### src/rtl/dot_table_pkg.sv
// Shared widths, FSM state type and dot entry layout for the food-dot table.
// DOT_TABLE_HITBOX_EN adds the +/-1 proximity helper used by the hitbox match.
package dot_pkg;

    localparam int X_W    = 8;
    localparam int Y_W    = 7;
    localparam int C_W    = 3;
    localparam int DEPTH  = 128;
    localparam int ADDR_W = $clog2(DEPTH);
    localparam int PTR_W  = ADDR_W + 1;
    localparam int CNT_W  = 8;

    localparam logic [C_W-1:0] COLOUR_BLACK = '0;

    typedef enum logic [1:0] {
        S_LOAD,
        S_IDLE,
        S_SCAN,
        S_ERASE
    } state_t;

    typedef struct packed {
        logic [X_W-1:0] x;
        logic [Y_W-1:0] y;
        logic [C_W-1:0] colour;
    } dot_entry_t;

`ifdef DOT_TABLE_HITBOX_EN
    // Unsigned distance test; no wrap, so 0 and the maximum value are far apart.
    function automatic logic within_one(input logic [X_W-1:0] a, input logic [X_W-1:0] b);
        return ((a >= b) ? (a - b) : (b - a)) <= X_W'(1);
    endfunction
`endif

endpackage

### src/rtl/dot_table_if.sv
// Plotter, head-query and erase signals of the dot table grouped as one bus.
interface dot_table_if;
    import dot_pkg::*;

    logic             dot_plot_en;
    logic [X_W-1:0]   plot_x;
    logic [Y_W-1:0]   plot_y;
    logic [C_W-1:0]   plot_colour;
    logic             dots_done;
    logic             head_valid;
    logic [X_W-1:0]   head_x;
    logic [Y_W-1:0]   head_y;
    logic             head_ready;
    logic             query_done;
    logic             hit;
    logic [C_W-1:0]   hit_colour;
    logic             erase_en;
    logic [X_W-1:0]   erase_x;
    logic [Y_W-1:0]   erase_y;
    logic             erase_ack;
    logic [CNT_W-1:0] dot_count;
    logic             all_eaten;
    logic             overflow;

    modport master (
        output dot_plot_en, plot_x, plot_y, plot_colour, dots_done,
        output head_valid, head_x, head_y, erase_ack,
        input  head_ready, query_done, hit, hit_colour,
        input  erase_en, erase_x, erase_y, dot_count, all_eaten, overflow
    );

    modport slave (
        input  dot_plot_en, plot_x, plot_y, plot_colour, dots_done,
        input  head_valid, head_x, head_y, erase_ack,
        output head_ready, query_done, hit, hit_colour,
        output erase_en, erase_x, erase_y, dot_count, all_eaten, overflow
    );
endinterface

### src/rtl/dot_table_mem.sv
// Dot storage: synchronous write, combinational read at the scan index,
// and a valid-bit vector with a single-bit clear port for eaten dots.
module dot_mem
    import dot_pkg::*;
(
    input  logic              clk,
    input  logic              resetn,
    input  logic              wr_en,
    input  logic [ADDR_W-1:0] wr_addr,
    input  dot_entry_t        wr_data,
    input  logic [ADDR_W-1:0] rd_addr,
    output dot_entry_t        rd_data,
    output logic              rd_valid,
    input  logic              clr_en,
    input  logic [ADDR_W-1:0] clr_addr
);
    dot_entry_t       mem_q [DEPTH];
    logic [DEPTH-1:0] valid_q;

    // Contents need no reset: the valid bits alone decide what is live.
    always_ff @(posedge clk) begin
        if (wr_en) begin
            mem_q[wr_addr] <= wr_data;
        end
    end

    always_ff @(posedge clk or negedge resetn) begin
        if (!resetn) begin
            valid_q <= '0;
        end else begin
            if (wr_en) begin
                valid_q[wr_addr] <= 1'b1;
            end
            if (clr_en) begin
                valid_q[clr_addr] <= 1'b0;
            end
        end
    end

    assign rd_data  = mem_q[rd_addr];
    assign rd_valid = valid_q[rd_addr];
endmodule

### src/rtl/dot_table.sv
// Food-dot table: captures plotted dots, then resolves head queries by linear scan.
// DOT_TABLE_HITBOX_EN widens the match from exact equality to a 3x3 hitbox.
module dot_table
    import dot_pkg::*;
(
    input  logic       clk,
    input  logic       resetn,
    dot_table_if.slave bus
);
    state_t            state_q;
    logic [PTR_W-1:0]  wr_ptr_q;
    logic [ADDR_W-1:0] idx_q;
    logic [X_W-1:0]    head_x_q;
    logic [Y_W-1:0]    head_y_q;
    logic [CNT_W-1:0]  count_q;
    logic              dots_seen_q;
    logic              overflow_q;
    logic              head_ready_q;
    logic              query_done_q;
    logic              hit_q;
    logic [C_W-1:0]    hit_colour_q;
    logic              erase_en_q;
    logic [X_W-1:0]    erase_x_q;
    logic [Y_W-1:0]    erase_y_q;

    dot_entry_t wr_entry;
    dot_entry_t rd_entry;
    logic       rd_valid;
    logic       load_wr;
    logic       table_full;
    logic       mem_wr;
    logic       coord_match;
    logic       match;
    logic       scan_last;

    assign wr_entry   = '{x: bus.plot_x, y: bus.plot_y, colour: bus.plot_colour};
    assign load_wr    = (state_q == S_LOAD) && bus.dot_plot_en && (bus.plot_colour != COLOUR_BLACK);
    assign table_full = (wr_ptr_q == PTR_W'(DEPTH));
    assign mem_wr     = load_wr && !table_full;

`ifdef DOT_TABLE_HITBOX_EN
    assign coord_match = within_one(rd_entry.x, head_x_q) &&
                         within_one(X_W'(rd_entry.y), X_W'(head_y_q));
`else
    assign coord_match = (rd_entry.x == head_x_q) && (rd_entry.y == head_y_q);
`endif

    // An empty table must never report a hit from stale storage.
    assign match     = (state_q == S_SCAN) && (wr_ptr_q != '0) && rd_valid && coord_match;
    assign scan_last = (wr_ptr_q == '0) || (PTR_W'(idx_q) == wr_ptr_q - PTR_W'(1));

    dot_mem u_mem (
        .clk      (clk),
        .resetn   (resetn),
        .wr_en    (mem_wr),
        .wr_addr  (wr_ptr_q[ADDR_W-1:0]),
        .wr_data  (wr_entry),
        .rd_addr  (idx_q),
        .rd_data  (rd_entry),
        .rd_valid (rd_valid),
        .clr_en   (match),
        .clr_addr (idx_q)
    );

    always_ff @(posedge clk or negedge resetn) begin
        if (!resetn) begin
            state_q      <= S_LOAD;
            wr_ptr_q     <= '0;
            idx_q        <= '0;
            head_x_q     <= '0;
            head_y_q     <= '0;
            count_q      <= '0;
            dots_seen_q  <= 1'b0;
            overflow_q   <= 1'b0;
            head_ready_q <= 1'b0;
            query_done_q <= 1'b0;
            hit_q        <= 1'b0;
            hit_colour_q <= '0;
            erase_en_q   <= 1'b0;
            erase_x_q    <= '0;
            erase_y_q    <= '0;
        end else begin
            query_done_q <= 1'b0;
            case (state_q)
                S_LOAD: begin
                    if (mem_wr) begin
                        wr_ptr_q <= wr_ptr_q + PTR_W'(1);
                        count_q  <= count_q + CNT_W'(1);
                    end
                    if (load_wr && table_full) begin
                        overflow_q <= 1'b1;
                    end
                    if (bus.dots_done) begin
                        dots_seen_q  <= 1'b1;
                        head_ready_q <= 1'b1;
                        state_q      <= S_IDLE;
                    end
                end
                S_IDLE: begin
                    if (bus.head_valid && head_ready_q) begin
                        head_x_q     <= bus.head_x;
                        head_y_q     <= bus.head_y;
                        idx_q        <= '0;
                        head_ready_q <= 1'b0;
                        state_q      <= S_SCAN;
                    end
                end
                S_SCAN: begin
                    if (match) begin
                        count_q      <= count_q - CNT_W'(1);
                        query_done_q <= 1'b1;
                        hit_q        <= 1'b1;
                        hit_colour_q <= rd_entry.colour;
                        erase_x_q    <= rd_entry.x;
                        erase_y_q    <= rd_entry.y;
                        erase_en_q   <= 1'b1;
                        state_q      <= S_ERASE;
                    end else if (scan_last) begin
                        query_done_q <= 1'b1;
                        hit_q        <= 1'b0;
                        hit_colour_q <= '0;
                        head_ready_q <= 1'b1;
                        state_q      <= S_IDLE;
                    end else begin
                        idx_q <= idx_q + ADDR_W'(1);
                    end
                end
                S_ERASE: begin
                    if (bus.erase_ack) begin
                        erase_en_q   <= 1'b0;
                        head_ready_q <= 1'b1;
                        state_q      <= S_IDLE;
                    end
                end
                default: state_q <= S_LOAD;
            endcase
        end
    end

    assign bus.head_ready = head_ready_q;
    assign bus.query_done = query_done_q;
    assign bus.hit        = hit_q;
    assign bus.hit_colour = hit_colour_q;
    assign bus.erase_en   = erase_en_q;
    assign bus.erase_x    = erase_x_q;
    assign bus.erase_y    = erase_y_q;
    assign bus.dot_count  = count_q;
    assign bus.all_eaten  = dots_seen_q && (count_q == '0);
    assign bus.overflow   = overflow_q;
endmodule

### src/flat_wrapper.sv
// flat-port wrapper written by rule: the top's interface ports become plain ports
module dot_table_flat import dot_pkg::*;
  (clk, resetn, bus_dot_plot_en, bus_plot_x, bus_plot_y, bus_plot_colour, bus_dots_done, bus_head_valid, bus_head_x, bus_head_y, bus_erase_ack, bus_head_ready, bus_query_done, bus_hit, bus_hit_colour, bus_erase_en, bus_erase_x, bus_erase_y, bus_dot_count, bus_all_eaten, bus_overflow);
  dot_table_if bus_i ();
  input  logic clk;
  input  logic resetn;
  input wire logic [$bits(bus_i.dot_plot_en)-1:0] bus_dot_plot_en;
  input wire logic [$bits(bus_i.plot_x)-1:0] bus_plot_x;
  input wire logic [$bits(bus_i.plot_y)-1:0] bus_plot_y;
  input wire logic [$bits(bus_i.plot_colour)-1:0] bus_plot_colour;
  input wire logic [$bits(bus_i.dots_done)-1:0] bus_dots_done;
  input wire logic [$bits(bus_i.head_valid)-1:0] bus_head_valid;
  input wire logic [$bits(bus_i.head_x)-1:0] bus_head_x;
  input wire logic [$bits(bus_i.head_y)-1:0] bus_head_y;
  input wire logic [$bits(bus_i.erase_ack)-1:0] bus_erase_ack;
  output wire logic [$bits(bus_i.head_ready)-1:0] bus_head_ready;
  output wire logic [$bits(bus_i.query_done)-1:0] bus_query_done;
  output wire logic [$bits(bus_i.hit)-1:0] bus_hit;
  output wire logic [$bits(bus_i.hit_colour)-1:0] bus_hit_colour;
  output wire logic [$bits(bus_i.erase_en)-1:0] bus_erase_en;
  output wire logic [$bits(bus_i.erase_x)-1:0] bus_erase_x;
  output wire logic [$bits(bus_i.erase_y)-1:0] bus_erase_y;
  output wire logic [$bits(bus_i.dot_count)-1:0] bus_dot_count;
  output wire logic [$bits(bus_i.all_eaten)-1:0] bus_all_eaten;
  output wire logic [$bits(bus_i.overflow)-1:0] bus_overflow;
  assign bus_i.dot_plot_en = bus_dot_plot_en;
  assign bus_i.plot_x = bus_plot_x;
  assign bus_i.plot_y = bus_plot_y;
  assign bus_i.plot_colour = bus_plot_colour;
  assign bus_i.dots_done = bus_dots_done;
  assign bus_i.head_valid = bus_head_valid;
  assign bus_i.head_x = bus_head_x;
  assign bus_i.head_y = bus_head_y;
  assign bus_i.erase_ack = bus_erase_ack;
  assign bus_head_ready = bus_i.head_ready;
  assign bus_query_done = bus_i.query_done;
  assign bus_hit = bus_i.hit;
  assign bus_hit_colour = bus_i.hit_colour;
  assign bus_erase_en = bus_i.erase_en;
  assign bus_erase_x = bus_i.erase_x;
  assign bus_erase_y = bus_i.erase_y;
  assign bus_dot_count = bus_i.dot_count;
  assign bus_all_eaten = bus_i.all_eaten;
  assign bus_overflow = bus_i.overflow;
  dot_table u_core (.clk(clk), .resetn(resetn), .bus(bus_i));
endmodule
### config.mk
export PLATFORM = sky130hd
export DESIGN_NAME = dot_table_flat
export DESIGN_NICKNAME = d
export VERILOG_FILES = /design/src/rtl/dot_table_pkg.sv /design/src/rtl/dot_table_if.sv /design/src/rtl/dot_table_mem.sv /design/src/rtl/dot_table.sv /design/src/flat_wrapper.sv
export SDC_FILE = /design/constraint.sdc
export NUM_CORES = 2
export LEC_CHECK = 0
export ABC_AREA = 1
export CAP_MARGIN = 10
export CORE_UTILIZATION = 45
export CTS_BUF_LIST = sky130_fd_sc_hd__clkbuf_2
export DETAILED_ROUTE_END_ITERATION = 8
export HOLD_SLACK_MARGIN = 0.02
export SETUP_SLACK_MARGIN = 0.5
export SYNTH_ARGS = -nofsm -noshare
export SYNTH_HDL_FRONTEND = slang
export SYNTH_SLANG_ARGS = --single-unit
### constraint.sdc
create_clock -name clk -period 5.1 [get_ports clk]
set_input_delay 0.51 -clock clk [delete_from_list [all_inputs] [get_ports clk]]
set_output_delay 0.51 -clock clk [all_outputs]
set_load 0.01 [all_outputs]
## Yosys cells after proc, flatten, opt, wreduce, memory -nomap -nowiden

Memories as Yosys holds them, arrays and structs flattened.
Index checks and enable logic that the tools add are counted.

- Memories kept: 1
- Output and inout bits: 32
- Input port bits: 39
- Bits in registers: 192
- Word-level logic and storage cells: 118
- Memory bits (writable): 2304

Memories:

| name | words | width | read ports | clocked after memory_dff | wr ports | RTL line | text |
|---|---|---|---|---|---|---|---|
| u_core.u_mem.mem_q | 128 | 18 | 1 | 0 | 1 | dot_table_mem.sv:17 | `dot_entry_t mem_q [DEPTH];` |

- Eq/ne operators: 16
- $lt $le $gt $ge: 4
- Mux-type cells: 39
- $add $sub $neg: 5
- Bitwise gates (word level): 3
- Reduce and logical (&&, ||, !) cells: 34

Operator list:

| kind | count |
|---|---|
| $mux W128 | 2 |
| $and A128 B128 Y128 | 1 |
| $not A128 Y128 | 1 |
| $or A128 B128 Y128 | 1 |
| $mux W7 | 3 |
| $mux W1 | 17 |
| $add A8 B1 Y8 const B | 2 |
| $logic_not A8 Y1 | 2 |
| $lt A7 B8 Y1 const B | 2 |
| $mux W8 | 2 |
| $pmux W8 S2 | 1 |
| $sub A8 B1 Y8 const B | 2 |
| $demux W1 S7 | 2 |
| $ge A7 B1 Y1 const B | 2 |
| $pmux W7 S2 | 1 |
| $logic_and A1 B1 Y1 | 12 |
| $reduce_and A2 Y1 | 6 |
| $mux W2 | 5 |
| $eq A7 B8 Y1 | 1 |
| $eq A8 B8 Y1 | 1 |
| $eq A8 B8 Y1 const B | 1 |
| $ne A2 B1 Y1 const B | 4 |
| $ne A2 B2 Y1 const B | 4 |
| $pmux W2 S4 | 1 |
| 18 further kinds | 25 |

## Depth between registers and ports, before layout

- Depth after elaboration: 8
- Gate-level depth with buffers: 27
- Gate-level depth less buffers: 23

## Cells and area by module

A second synthesis with hierarchy kept.

- Cell total of the unflattened synthesis: 8846
- Area, all modules: 102052.9 sq um

Modules (own cells, without submodules):

| module | sequential area each (sq um) | area an instance (sq um) | times used | cells an instance |
|---|---|---|---|---|
| dot_mem | 72389.4 | 98234.2 | 1 | 8350 |
| dot_table | 1601.5 | 3818.7 | 1 | 496 |

## Worst setup path before layout

No wires, ideal clock.

- Path kind: register to register
- From: reg u_core.wr_ptr_q[0]
- To: mem u_core.u_mem.mem_q[15][0] in the netlist's numbering, enable pin
- Data required time: 4.655 ns
- Period minus slack after synthesis: 3.699 ns
- Cell stages (with the launch flop): 10
- Data arrival time: 3.254 ns
- Buffers on the path: 0
- Setup time: 0.445 ns
- Slack: 1.401 ns
- Cell sequence: dfrtp_1 > clkinv_1 > ha_1 > inv_1 > nor2_1 > nand4_1 > nand2_1 > nor2_1 > inv_1 > nor4_1

- Cells in the longest elaborated chain, start to end: 5

Ends and longest elaborated chain:

| element | RTL line | text |
|---|---|---|
| start: declaration | dot_table.sv:11 | `logic [PTR_W-1:0] wr_ptr_q;` |
| start signal: assignment | dot_table.sv:87 | `wr_ptr_q <= wr_ptr_q + PTR_W'(1);` |
| $eq A8 B8 Y1 | dot_table.sv:38 | `assign table_full = (wr_ptr_q == PTR_W'(DEPTH));` |
| $logic_not A1 Y1 | dot_table.sv:39 | `assign mem_wr = load_wr && !table_full;` |
| $logic_and A1 B1 Y1 | dot_table.sv:39 |  |
| $mux W1 | dot_table_mem.sv:22 | `if (wr_en) begin` |
| $mux W1 (not written as such) | dot_table_mem.sv:23 | `mem_q[wr_addr] <= wr_data;` |
| end: declaration | dot_table_mem.sv:17 |  |

Parallel ways exist; a longest one is shown, timed or not.

## Final worst setup path

- From: reg u_core.idx_q[0]
- To: reg u_core.u_mem.valid_q[92]

- Cells in the longest elaborated chain, start to end: 7
- Elaborated cells between the ends (all ways): 16
- Those cells by class: order compare: 2; eq/ne: 2; mux: 5; bitwise: 2; reduce/logical: 4; memory: 1

Ends and longest elaborated chain:

| element | RTL line | text |
|---|---|---|
| start: declaration | dot_table.sv:12 | `logic [ADDR_W-1:0] idx_q;` |
| start signal: assignment | dot_table.sv:125 | `idx_q <= idx_q + ADDR_W'(1);` |
| branches (longest 6 deep; another with $mem_v2 Z128 W18) | -- |  |
| $mux W128 (*) | dot_table_mem.sv:34 | `if (clr_en) begin` |
| end signal: assignment | dot_table_mem.sv:29 | `valid_q <= '0;` |
| end signal: indexed assignment | dot_table_mem.sv:32 | `valid_q[wr_addr] <= 1'b1;` |
| end signal: indexed assignment | dot_table_mem.sv:35 | `valid_q[clr_addr] <= 1'b0;` |
| end: declaration | dot_table_mem.sv:18 | `logic [DEPTH-1:0] valid_q;` |

Mark *: on every way between the ends. The select of a mux whose other input is x is not followed.
A chain may end at the register's enable or synchronous reset.

==> results_dict.tcl <==
set metrics [dict create \
    status "finished, final reports clean" \
    ys_top_cells_by_count "edfxtp_1 (2304), nand2_1 (2242), inv_1 (1328)" \
    hold_viol_final 0 \
    async_reset_ff_share_pct 7.692 \
    num_rows 178 \
    endpoint_kind "flip-flop" \
    hpwlAfterDp_mm 202.7 \
    cts-htree-levels 6 \
    cts_sinks 2496 \
    grt_pass1_wl_mm 486.9 \
    yosysWarnings 0 \
    portBuffers 70 \
    track_usage_pct 28.27 \
    fin_util_pct 51.03 \
    antenna_found_initial 13 \
    cellInternalPower_mw 30.97 \
    drtIter0Drc 8699 \
    clkPwrFrac_pct 29.5 \
    cts_tree "done" \
    dieArea_um2 238300 \
    synth_nets 9833 \
    cp_max_fo 60 \
    nNetsFinal 10573 \
    start_util_pct 45.26 \
    antenna_left 0 \
    fillCellCount 21124 \
    area_growth_syn_to_layout_pct 12.75 \
    swShare_pct 32.93 \
    path_cells "inv_16 > buf_12 > buf_4 > nand2_1 > nand3_1 > nand2_1 > o21ai_0 > nand2_1 > nor2_1 > nor2_1 > nor2_2 > nand2_1 > nand2_1 > nand2_1 > nor2_1 > nand2_1 > nor2_4 > nand2_8 > buf_16 > nor2_4 > a21oi_1" \
    p_sw_mw 15.21 \
    synth_edf_count 2304 \
    peakVddDrop_uv 314.7 \
    wl_per_cell_um 24.01 \
    core_area_um2 235000 \
    powerDensity_nw_per_um2 385.1 \
    finalCritPeriodShare_pct 88.99 \
    synthMostInstantiatedCell "edfxtp_1" \
    path_buf_inv 4 \
    synth_area_leaders "edfxtp_1 (65%), nand2_1 (7.9%), inv_1 (4.7%), nor2_1 (4.6%), dfrtp_1 (4.5%)" \
    cts_buffers 652 \
    synth-seq-cells 2496 \
    clk_pin_slew_ns 0.11 \
    worst_pin_slew_ns 1.269 \
    path_delay_family "simple AND/OR/NAND/NOR gates" \
    ios 71 \
    finalCriticalPeriod_ns 4.539 \
    yosysSeqAreaShare_pct 69.58 \
    max-cap-violations 0 \
    p_comb_share_pct 20.7 \
    drt_wl_total_mm 339.0 \
    worstSetupStartpointType "flip-flop" \
    ys.flop_type "edfxtp_1" \
    syn_area_per_cell_um2 10.88 \
    grt_max_degree 129 \
    critPathArrivalTime_ns 6.21 \
    die_h_um 488.1 \
    max_stage_delay_ns 0.62 \
    syn_inst 9778 \
    setup_viol 0 \
    synthDominantCellAreaShare_pct 65.06 \
    synth.distinct_cells 48 \
    drive_above_1_share_pct 17.08 \
    dr.pass1.iters 8 \
    cts_buffer_depth 4 \
    grt_pass1_vias 71671 \
    max_freq_ghz 0.2203 \
    netlist_area_um2 106300 \
    route.detailed.drc 0 \
    num_vias 74872 \
    final.setup_skew_ns 0.2370 \
    timing.slew.headroom_pct 15.42 \
    gp_congestion 0.9839 \
    grt-ovfl-total 0 \
    rsz0062_at_grt "yes" \
    p_seq_share_pct 49.8 \
    crit_required_ns 6.77 \
    slowest_stage "dfrtp_4" \
    viasPerCell 5.303 \
    insertion_delay_ns 1.97 \
    path_common_cell "nand2_1" \
    drv_slew 0 \
    final.setup.tns_ns 0 \
    worstSetupPathType "reg -> reg" \
    root_buffer "clkbuf_2" \
    synth_largest_area_cell "edfxtp_1" \
    worstHoldPathType "in -> reg" \
    leakage_nw 49.47 \
    die_x_um 488.1 \
]
-- routing by layer --
layer / track usage [%] / share of wire [%] / up-vias
li1: - / - / 34211
met2: 43.82 / 46 / 3643
met5: 0 / 0.014 / -
met1: 38.32 / 41 / 36392
met4: 12.33 / 3.9 / 8
met3: 6.110 / 9.4 / 618
-- flip-flops by register name (all words and copies together), names as in the netlist, 2 cells and up --
signal                 cells
u_core.bus.hit_colour      3
u_core.wr_ptr_q            8
u_core.bus.dot_count       8
u_core.bus.erase_x         8
u_core.head_y_q            7
u_core.state_q             2
u_core.bus.erase_y         7
u_core.head_x_q            8
u_core.u_mem.valid_q     128
u_core.u_mem.mem_q      2304
u_core.idx_q               7
-- final timing paths --
path	startpoint	to	slack, ns	depth (start not counted)
max	u_core.idx_q[0]$_DFFE_PN0P_	u_core.u_mem.valid_q[92]$_DFF_PN0_	0.56	21
min	bus_plot_x[4]	u_core.u_mem.mem_q[73][14]$_DFFE_PP_	0.33	3
max reg2reg	u_core.idx_q[0]$_DFFE_PN0P_	u_core.u_mem.valid_q[92]$_DFF_PN0_	0.56	21
min reg2reg	u_core.dots_seen_q$_DFFE_PN0P_	u_core.dots_seen_q$_DFFE_PN0P_	0.46	2
max in group asynchronous	resetn	u_core.u_mem.valid_q[73]$_DFF_PN0_	2.89	7
min in group asynchronous	resetn	u_core.wr_ptr_q[2]$_DFFE_PN0P_	1.04	6
-- layout make-up --
class / instances / area, µm² / area share, %
sequential: 2496 / 74000 / 61.71
multi-input combinational: 5476 / 25580 / 21.33
timing repair buffer: 556 / 5710 / 4.763
inverter: 1335 / 5036 / 4.200
clock buffer: 957 / 4790 / 3.995
tap: 3150 / 3941 / 3.287
clock inverter: 145 / 832.0 / 0.6939
timing repair inverter: 1 / 8.758 / 0.007305
antenna: 3 / 7.507 / 0.006261
-- cell families after synthesis --
| group | Yosys count | share of synthesized area [%] |
|---|---|---|
| simple gates | 4467 | 17.30 |
| mux | 2 | 0.02118 |
| xor+xnor | 29 | 0.2388 |
| buf+inv | 1806 | 6.942 |
| flops | 2496 | 69.58 |
| compound gates | 962 | 5.728 |
| fa+ha+maj | 16 | 0.1953 |
-- cell usage in the layout, fill, tap and decap left out, drive strengths merged, types with 10 or more instances in the layout --
| cell | count |
|---|---|
| a21oi | 34 |
| nor3 | 24 |
| o21ai | 501 |
| nor2 | 1297 |
| clkdlybuf4s50 | 51 |
| clkbuf | 959 |
| dfrtp | 192 |
| xor2 | 25 |
| dlygate4sd3 | 120 |
| ha | 15 |
| edfxtp | 2304 |
| or2 | 253 |
| o211ai | 95 |
| a2bb2oi | 11 |
| nand3b | 33 |
| buf | 382 |
| nand2 | 2245 |
| inv | 1345 |
| o41ai | 34 |
| nand4 | 15 |
| clkinv | 122 |
| nor4 | 10 |
| nand3 | 590 |
| o22ai | 263 |
-- per-stage QoR --
step / hold WS [ns] / cells / total power [mW] / setup slack (ns) / area [µm²]
global route: 0.1397 / 14118 / 48.23 / 0.4570 / 119900
floorplan: 0.2144 / 9778 / 28.97 / 1.401 / 106300
finish: 0.3255 / 14119 / 46.18 / 0.5613 / 119900
detailed placement: 0.4386 / 12872 / 32.53 / 0.07231 / 112400
global placement: 0.4366 / 12872 / 32.41 / 0.09491 / 112400
CTS: 0.02066 / 14111 / 46.28 / 0.5050 / 119700
-- repair_timing --
item / CTS / global route
setup endpoints to repair: 166 / 119
gates cloned: 2 / 0
resized for setup: 25 / 43
hold endpoints to repair: 2536 / 0
buffers inserted: 3 / 4
pin swaps: 1 / 1
hold buffers: 132 / 0
-- worst reg2reg max path: stages, from the launching register on --
cell and delay (ns):
dfrtp_4 0.62, inv_16 0.26, buf_12 0.31, buf_4 0.31, nand2_1 0.09, nand3_1 0.08, nand2_1 0.05, o21ai_0 0.36
nand2_1 0.19, nor2_1 0.12, nor2_1 0.07, nor2_2 0.31, nand2_1 0.11, nand2_1 0.15, nand2_1 0.07, nor2_1 0.16
nand2_1 0.12, nor2_4 0.19, nand2_8 0.13, buf_16 0.26, nor2_4 0.30, a21oi_1 0.10
-- power groups by stage --
stage	combinational, mW	clock [mW]	sequential, mW
floorplan	5.61	0	23.4
finish	9.56	13.6	23.0
global placement	8.96	0	23.5
detailed placement	9.07	0	23.5
CTS	9.36	13.9	23.0
global route	10.3	14.9	23.0
(Power assumes the default switching activity.)
